<file path="config.mk">
export PLATFORM = sky130hd
export DESIGN_NAME = uart_rx_ctrl_flat
export DESIGN_NICKNAME = d
export VERILOG_FILES = /design/src/rtl/uart_rx_ctrl_if.sv /design/src/rtl/uart_rx_ctrl.sv /design/src/flat_wrapper.sv
export SDC_FILE = /design/constraint.sdc
export NUM_CORES = 1
export LEC_CHECK = 0
export BUFFER_PORTS_ARGS = -buffer_cell sky130_fd_sc_hd__buf_2
export CORE_MARGIN = 2
export CORE_UTILIZATION = 31
export CTS_BUF_LIST = sky130_fd_sc_hd__clkbuf_2 sky130_fd_sc_hd__clkbuf_4 sky130_fd_sc_hd__clkbuf_8
export CTS_CLUSTER_SIZE = 24
export DETAILED_ROUTE_END_ITERATION = 6
export PLACE_DENSITY = 0.47
export RECOVER_POWER = 100
export SYNTH_ARGS = -nofsm -noshare
export SYNTH_HDL_FRONTEND = slang
export SYNTH_SLANG_ARGS = --single-unit
</file>
<file path="constraint.sdc">
create_clock -name clk -period 5 [get_ports clk]
set_clock_uncertainty 0.2 [all_clocks]
set_input_delay 0 -clock clk [delete_from_list [all_inputs] [get_ports clk]]
set_output_delay 0 -clock clk [all_outputs]
set_load 0.01 [all_outputs]
</file>
<file path="src/rtl/uart_rx_ctrl_if.sv">
// Host-side handshake bundle for the UART receive controller: FIFO head,
// valid/ready pop and the sticky status flags.
interface uart_rx_ctrl_if;
    logic [7:0] rd_data;
    logic       rd_valid;
    logic       rd_ready;
    logic       frame_err;
    logic       overflow;
    logic       clear_flags;

    modport master (
        input  rd_data, rd_valid, frame_err, overflow,
        output rd_ready, clear_flags
    );

    modport slave (
        output rd_data, rd_valid, frame_err, overflow,
        input  rd_ready, clear_flags
    );
endinterface

</file>
<file path="src/rtl/uart_rx_ctrl.sv">
// UART receive controller: oversample tick generator, frame tracker that mirrors
// the receiver's counters, and a first-word fall-through byte FIFO for the host.
module uart_rx_ctrl #(
    parameter int DIV_W = 16,
    parameter int DEPTH = 4
) (
    input  logic             clk,
    input  logic             rst,
    input  logic             enable,
    input  logic [DIV_W-1:0] baud_div,
    input  logic             rx_line,
    input  logic [7:0]       rx_data,
    output logic             rx_en,
    output logic             busy,
    uart_rx_ctrl_if.slave    host
);
    localparam int AW = $clog2(DEPTH);

    typedef enum logic [1:0] {HUNT, DATA, STOP} state_t;

    state_t           state_q, state_d;
    logic [3:0]       samp_q, samp_d;
    logic [2:0]       bit_q, bit_d;
    logic             cap_q, cap_d;
    logic             run_q, run_d;
    logic [DIV_W-1:0] divcnt_q, divcnt_d;
    logic             rx_en_q, rx_en_d;
    logic             ferr_q, ferr_d, ferr_set;
    logic             ovf_q, ovf_d;
    logic [AW:0]      wptr_q, wptr_d, rptr_q, rptr_d;
    logic [7:0]       mem_q [DEPTH];

    logic empty, full, pop, push, drop;

    // >= rather than == so a divisor lowered while idle cannot strand the counter
    always_comb begin
        run_d = (state_q == HUNT) ? enable : 1'b1;
        divcnt_d = '0;
        rx_en_d = 1'b0;
        if (run_q) begin
            if (divcnt_q >= baud_div) begin
                rx_en_d = 1'b1;
            end else begin
                divcnt_d = divcnt_q + DIV_W'(1);
            end
        end
    end

    always_comb begin
        state_d  = state_q;
        samp_d   = samp_q;
        bit_d    = bit_q;
        cap_d    = 1'b0;
        ferr_set = 1'b0;
        if (rx_en_q) begin
            unique case (state_q)
                HUNT: begin
                    if (rx_line) begin
                        samp_d = '0;
                    end else if (samp_q == 4'd7) begin
                        state_d = DATA;
                        samp_d  = '0;
                        bit_d   = '0;
                    end else begin
                        samp_d = samp_q + 4'd1;
                    end
                end
                DATA: begin
                    if (samp_q == 4'd15) begin
                        samp_d = '0;
                        if (bit_q == 3'd7) begin
                            state_d = STOP;
                            cap_d   = 1'b1;
                        end else begin
                            bit_d = bit_q + 3'd1;
                        end
                    end else begin
                        samp_d = samp_q + 4'd1;
                    end
                end
                STOP: begin
                    if (samp_q == 4'd7 && !rx_line) ferr_set = 1'b1;
                    if (samp_q == 4'd15) begin
                        state_d = HUNT;
                        samp_d  = '0;
                    end else begin
                        samp_d = samp_q + 4'd1;
                    end
                end
                default: begin
                    state_d = HUNT;
                    samp_d  = '0;
                end
            endcase
        end
    end

    assign empty = (wptr_q == rptr_q);
    assign full  = (wptr_q[AW] != rptr_q[AW]) && (wptr_q[AW-1:0] == rptr_q[AW-1:0]);
    assign pop   = !empty && host.rd_ready;
    assign push  = cap_q && (!full || pop);
    assign drop  = cap_q && full && !pop;

    always_comb begin
        wptr_d = push ? wptr_q + (AW+1)'(1) : wptr_q;
        rptr_d = pop  ? rptr_q + (AW+1)'(1) : rptr_q;
        ferr_d = ferr_set || (ferr_q && !host.clear_flags);
        ovf_d  = drop || (ovf_q && !host.clear_flags);
    end

    always_ff @(posedge clk or posedge rst) begin
        if (rst) begin
            state_q  <= HUNT;
            samp_q   <= '0;
            bit_q    <= '0;
            cap_q    <= 1'b0;
            run_q    <= 1'b0;
            divcnt_q <= '0;
            rx_en_q  <= 1'b0;
            ferr_q   <= 1'b0;
            ovf_q    <= 1'b0;
            wptr_q   <= '0;
            rptr_q   <= '0;
            for (int unsigned i = 0; i < DEPTH; i++) mem_q[i] <= '0;
        end else begin
            state_q  <= state_d;
            samp_q   <= samp_d;
            bit_q    <= bit_d;
            cap_q    <= cap_d;
            run_q    <= run_d;
            divcnt_q <= divcnt_d;
            rx_en_q  <= rx_en_d;
            ferr_q   <= ferr_d;
            ovf_q    <= ovf_d;
            wptr_q   <= wptr_d;
            rptr_q   <= rptr_d;
            if (push) mem_q[wptr_q[AW-1:0]] <= rx_data;
        end
    end

    assign rx_en          = rx_en_q;
    assign busy           = (state_q != HUNT);
    assign host.rd_data   = mem_q[rptr_q[AW-1:0]];
    assign host.rd_valid  = !empty;
    assign host.frame_err = ferr_q;
    assign host.overflow  = ovf_q;
endmodule

</file>
<file path="src/flat_wrapper.sv">
// flat-port wrapper written by rule: the top's interface ports become plain ports
module uart_rx_ctrl_flat 
#(
    parameter int DIV_W = 16,
    parameter int DEPTH = 4
)
  (clk, rst, enable, baud_div, rx_line, rx_data, rx_en, busy, host_rd_data, host_rd_valid, host_frame_err, host_overflow, host_rd_ready, host_clear_flags);
  uart_rx_ctrl_if host_i ();
  input  logic clk;
  input  logic rst;
  input  logic enable;
  input  logic [DIV_W-1:0] baud_div;
  input  logic rx_line;
  input  logic [7:0] rx_data;
  output logic rx_en;
  output logic busy;
  output wire logic [$bits(host_i.rd_data)-1:0] host_rd_data;
  output wire logic [$bits(host_i.rd_valid)-1:0] host_rd_valid;
  output wire logic [$bits(host_i.frame_err)-1:0] host_frame_err;
  output wire logic [$bits(host_i.overflow)-1:0] host_overflow;
  input wire logic [$bits(host_i.rd_ready)-1:0] host_rd_ready;
  input wire logic [$bits(host_i.clear_flags)-1:0] host_clear_flags;
  assign host_rd_data = host_i.rd_data;
  assign host_rd_valid = host_i.rd_valid;
  assign host_frame_err = host_i.frame_err;
  assign host_overflow = host_i.overflow;
  assign host_i.rd_ready = host_rd_ready;
  assign host_i.clear_flags = host_clear_flags;
  uart_rx_ctrl #(.DIV_W(DIV_W), .DEPTH(DEPTH)) u_core (.clk(clk), .rst(rst), .enable(enable), .baud_div(baud_div), .rx_line(rx_line), .rx_data(rx_data), .rx_en(rx_en), .busy(busy), .host(host_i));
endmodule
</file>
---- Yosys cells after proc, flatten, opt, wreduce, memory -nomap -nowiden ----
Cells that the tools add are included.
cells by class
  muxes and demuxes ....................... 33
  eq/ne operators ......................... 14
  bitwise operators ....................... 2
  magnitude comparators ................... 4
  reduce and logical (&&, ||, !) cells .... 23
  add/subtract/negate cells ............... 5
operators with widths
  cell                                                       count
  bitwise mux 32 bit                                         1
  2-to-1 mux 16 bit                                          2
  2-to-1 mux 8 bit                                           3
  adder 16 x 1 -> 16 bit (second input constant)             1
  binary-select mux 8 bit (select 2 bit)                     1
  demux 8 bit (select 2 bit)                                 1
  greater-or-equal comparator 16 bit                         1
  2-to-1 mux 3 bit                                           4
  2-to-1 mux 4 bit                                           3
  AND reduction 6 bit                                        2
  2-to-1 mux 1 bit                                           10
  2-to-1 mux 2 bit                                           5
  adder 3 x 1 -> 3 bit (second input constant)               3
  logical AND 1 bit                                          9
  one-hot mux 4 bit (2 select lines)                         1
  greater-or-equal comparator 3 bit (second input constant)  2
  inequality test 2 x 1 -> 1 bit (second input constant)     3
  inequality test 2 bit (second input constant)              3
  NOT 2 -> 3 bit                                             2
  one-hot mux 2 bit (3 select lines)                         1
  one-hot mux 3 bit (2 select lines)                         1
  logical NOT 1 bit                                          5
  adder 4 x 1 -> 4 bit (second input constant)               1
  equality test 4 x 3 -> 1 bit (second input constant)       1
  other kinds (12)                                           15
storage, ports and cells
  bits of input ports ..................... 30
  output and inout bits ................... 13
  word-level logic and storage cells ...... 96
  register bits ........................... 68

---- Longest topological paths before layout ----
  depth in word-level cells ............... 6
  depth in mapped cells ................... 8
  gate-level depth less buffers ........... 6

---- Worst setup path before layout ----
No wires, ideal clock.
  path kind ............................... register -> register
  start ................................... register u_core.divcnt_q[0]
  end ..................................... register u_core.divcnt_q[12]
  required time ........................... 4.695 ns
  path buffers ............................ 1
  arrival time ............................ 1.812 ns
  stages on the path, launching flop included .. 8
  setup slack ............................. 2.883 ns
  period minus slack after synthesis ...... 2.117 ns
  setup time .............................. 0.105 ns
  path through ............................ dfrtp_1 > inv_1 > ha_1 > nand2b_1 > a2111oi_4 > o31ai_4 > buf_2 > nor4b_1
between the ends
  cells in the longest elaborated chain, start to end .. 3
  elaborated cells between the ends (all ways) .. 4
  classes of those cells .................. 1 x add/sub; 1 x order compare; 2 x mux
ends and longest elaborated chain
  element                                                                       RTL line                                source
  from (decl)                                                                   uart_rx_ctrl.sv:26                      logic [DIV_W-1:0] divcnt_q, divcnt_d;
  from (signal assigned)                                                        uart_rx_ctrl.sv:131                     divcnt_q <= divcnt_d;
  adder 16 x 1 -> 16 bit or greater-or-equal comparator 16 bit (tied branches)  uart_rx_ctrl.sv:44, uart_rx_ctrl.sv:41
  2-to-1 mux 16 bit (*)                                                         uart_rx_ctrl.sv:41                      if (divcnt_q >= baud_div) begin
  2-to-1 mux 16 bit (*)                                                         uart_rx_ctrl.sv:40                      if (run_q) begin
  via u_core.divcnt_d[12]                                                       uart_rx_ctrl.sv:26
The timed path passes the listed nets; every way through them passes the cells marked *.
A chain may end at the register's enable or synchronous reset.

---- Worst setup path in the final report ----
  start ................................... register u_core.divcnt_q[13]
  end ..................................... register u_core.divcnt_q[15]
Same word-level chain as after synthesis.

==> results.json <==
{
  "status": "complete, but fails checks",
  "violations": "capacitance limit, slew limit",
  "grtUsageTotal": 0.129,
  "yosysMostFrequentCell": "dfrtp_1",
  "critPathKind": "reg -> reg",
  "gp_congestion": 0.717,
  "min_period_ps": 3430,
  "dp_hpwl_um": 5200,
  "synth_seq_cells": 68,
  "ir_drop_v": 0.000154,
  "die_w_um": 114,
  "row_count": 40,
  "dieArea_um2": 13100,
  "fin_setup_tns_ps": 0,
  "crit_arrival_ps": 3360,
  "antenna_cells": 0,
  "ys.flop_type": "dfrtp_1",
  "grt_max_degree": 69,
  "crit_required_ps": 4930,
  "tightest_slew_ps": 2100,
  "cts_tree": "done",
  "cts_max_level": 3,
  "hp-start": "host_clear_flags",
  "vias": 2600,
  "synth-edff-count": 0,
  "nNetsFinal": 439,
  "finalHoldViolCount": 0,
  "synthCells": 318,
  "crit_path_end_kind": "flop",
  "cts_resized": 0,
  "clock.fmax_mhz": 291,
  "syn_avg_cell_area_um2": 11.9,
  "yosysWarnings": 0,
  "die_height_um": 114,
  "hp-class": "in -> reg",
  "syn-cell-area_um2": 3780,
  "post-cts-setup-buffers": 0,
  "worstSetupStartpoint": "u_core.divcnt_q[13]",
  "synth_commonest_cells": "dfrtp_1, inv_1, mux2_2",
  "dr.pass1.iters": 6,
  "power_density_nw_per_um2": 315,
  "path_cells": "ha_1, nand4_1, a211o_1, o31ai_1, nor4b_1",
  "rsz0062_at_grt": "no",
  "grt_pass1_wl_um": 13300,
  "clock-sinks": 68,
  "avgViaCountPerCell": 4.89,
  "io_pins": 43,
  "wire_per_inst_um": 14.2,
  "gr-total-overflow": 0,
  "drtIter0Drc": 75,
  "drcViolationCount": 0,
  "clk_latency_ps": 340,
  "grt_antenna_before_repair": 0,
  "grt_pass1_vias": 2730,
  "ant_nets": 0,
  "max_stage_delay_ps": 1650,
  "worstReg2RegStart": "u_core.divcnt_q[13]",
  "portBuffers": 42,
  "critPathLaunchType": "flop",
  "cts_buffers": 9,
  "finalCritPeriodShare": 0.687,
  "critPathMaxFanout": 17,
  "drive_gt1_frac": 0.210,
  "slew_viol_final": 87,
  "core_area_um2": 12000,
  "synth_seq_area_share": 0.450,
  "max_slew_margin": -0.413,
  "clk_path_buf_depth": 2,
  "setup_violations": 0,
  "cp_slowest_cell": "o31ai_1",
  "finalWirelength_um": 7570,
  "cts.clk_slew.worst_paths_ps": 80,
  "synth_top_cell_area_share": 0.450,
  "ys_top_cells_by_area": "dfrtp_1, mux2_2, ha_1, mux4_1, xnor2_1",
  "p_leak_nw": 2.14,
  "syn_nets": 377,
  "syn2layout_area_growth_pct": 17.6,
  "synthArstFlopShare": 1.00,
  "drv_cap": 2,
  "ys_types": 45,
  "synth_top_area_cell": "dfrtp_1",
  "start_util": 0.316,
  "cts_root_buf": "clkbuf_8",
  "timing.hold.ws_ps": 222
}
-- critical path, delay by kind of cell (launching register included) --
| family | cells | cell delay [ps] |
|---|---|---|
| AND/OR/NAND/NOR | 2 | 340 |
| adder cells (fa/ha/maj) | 1 | 310 |
| AO/OA/AOI/OAI | 2 | 1930 |
| flip-flops | 1 | 440 |
-- kinds of logic (layout without fill, tap and decap cells) --
kind of cell	after synthesis	count (layout)	synth area share
fa+ha+maj	29	29	0.0961
flops	68	68	0.450
simple gates	79	79	0.126
xor+xnor	20	20	0.0464
compound gates	36	36	0.0749
buf+inv	42	109	0.0444
mux	44	44	0.162
-- per-layer routing --
metal / up-vias / GRT usage / part of all wire
met1: 1291 / 0.177 / 0.49
met5: - / 0 / 0
met3: 7 / 0.0233 / 0.033
met2: 28 / 0.206 / 0.46
met4: 0 / 0.0463 / 0.011
li1: 1274 / - / -
-- path summary, 6_finish.rpt --
| kind | to | slack [ps] | depth (start not counted) |
|---|---|---|---|
| setup / recovery | u_core.divcnt_q[15] | 1570 | 5 |
| hold / removal | u_core.host.overflow | 220 | 3 |
| setup reg to reg | u_core.divcnt_q[15] | 1570 | 5 |
| hold reg to reg | u_core.wptr_q[2] | 290 | 1 |
| max in group asynchronous | u_core.rptr_q[0] | 3010 | 4 |
| min in group asynchronous | u_core.divcnt_q[13] | 580 | 4 |
-- through the flow --
step	setup WS (ps)	area, um2	util	cells	total power [mW]
2_1_floorplan	2880	3780	-	318	0.830
3_3_place_gp	2590	4150	0.347	502	0.897
3_5_place_dp	2540	4150	0.347	502	0.902
4_1_cts	2520	4510	0.377	532	1.43
5_1_grt	1230	4440	0.371	532	1.50
6_report	1570	4440	0.371	532	1.40
-- cell type report --
class	count	area [um2]
well taps	147	184
fillers	1204	7520
clock buffers	9	124
multi-input cells	208	1860
clock inverters	7	100
repair buffers	57	338
inverters	36	135
flip-flops and latches	68	1700
-- power by group --
group          internal [mW]  switching [mW]
combinational          0.114           0.128
sequential             0.588          0.0621
clock                  0.283           0.224
total                  0.986           0.414
-- flip-flops by register name, summed over array words and instances (netlist names), 2 cells and up --
signal / count
u_core.wptr_q: 3
u_core.rptr_q: 3
u_core.state_q: 2
u_core.divcnt_q: 16
u_core.mem_q: 32
u_core.bit_q: 3
u_core.samp_q: 4
-- cells in the final DEF, fill, tap and decap left out, types with 9 or more instances in the layout --
cell / Yosys / routed
o21ai_0: 10 / 10
inv_1: 36 / 35
nor4b_1: 11 / 11
a21oi_1: 9 / 9
buf_2: 2 / 28
dfrtp_1: 68 / 68
nand3_1: 10 / 10
nand2_1: 15 / 19
nor3_1: 12 / 12
clkbuf_1: 3 / 14
xnor2_1: 17 / 17
mux2_2: 33 / 33
clkbuf_8: 0 / 9
ha_1: 29 / 29
dlygate4sd3_1: 0 / 14
-- timing repair --
action / in CTS / in global routing
hold endpoints to repair: 107 / 0
hold buffers: 14 / 0
setup endpoints to repair: 0 / 0
Note: power is estimated with default switching activity, not from simulation.
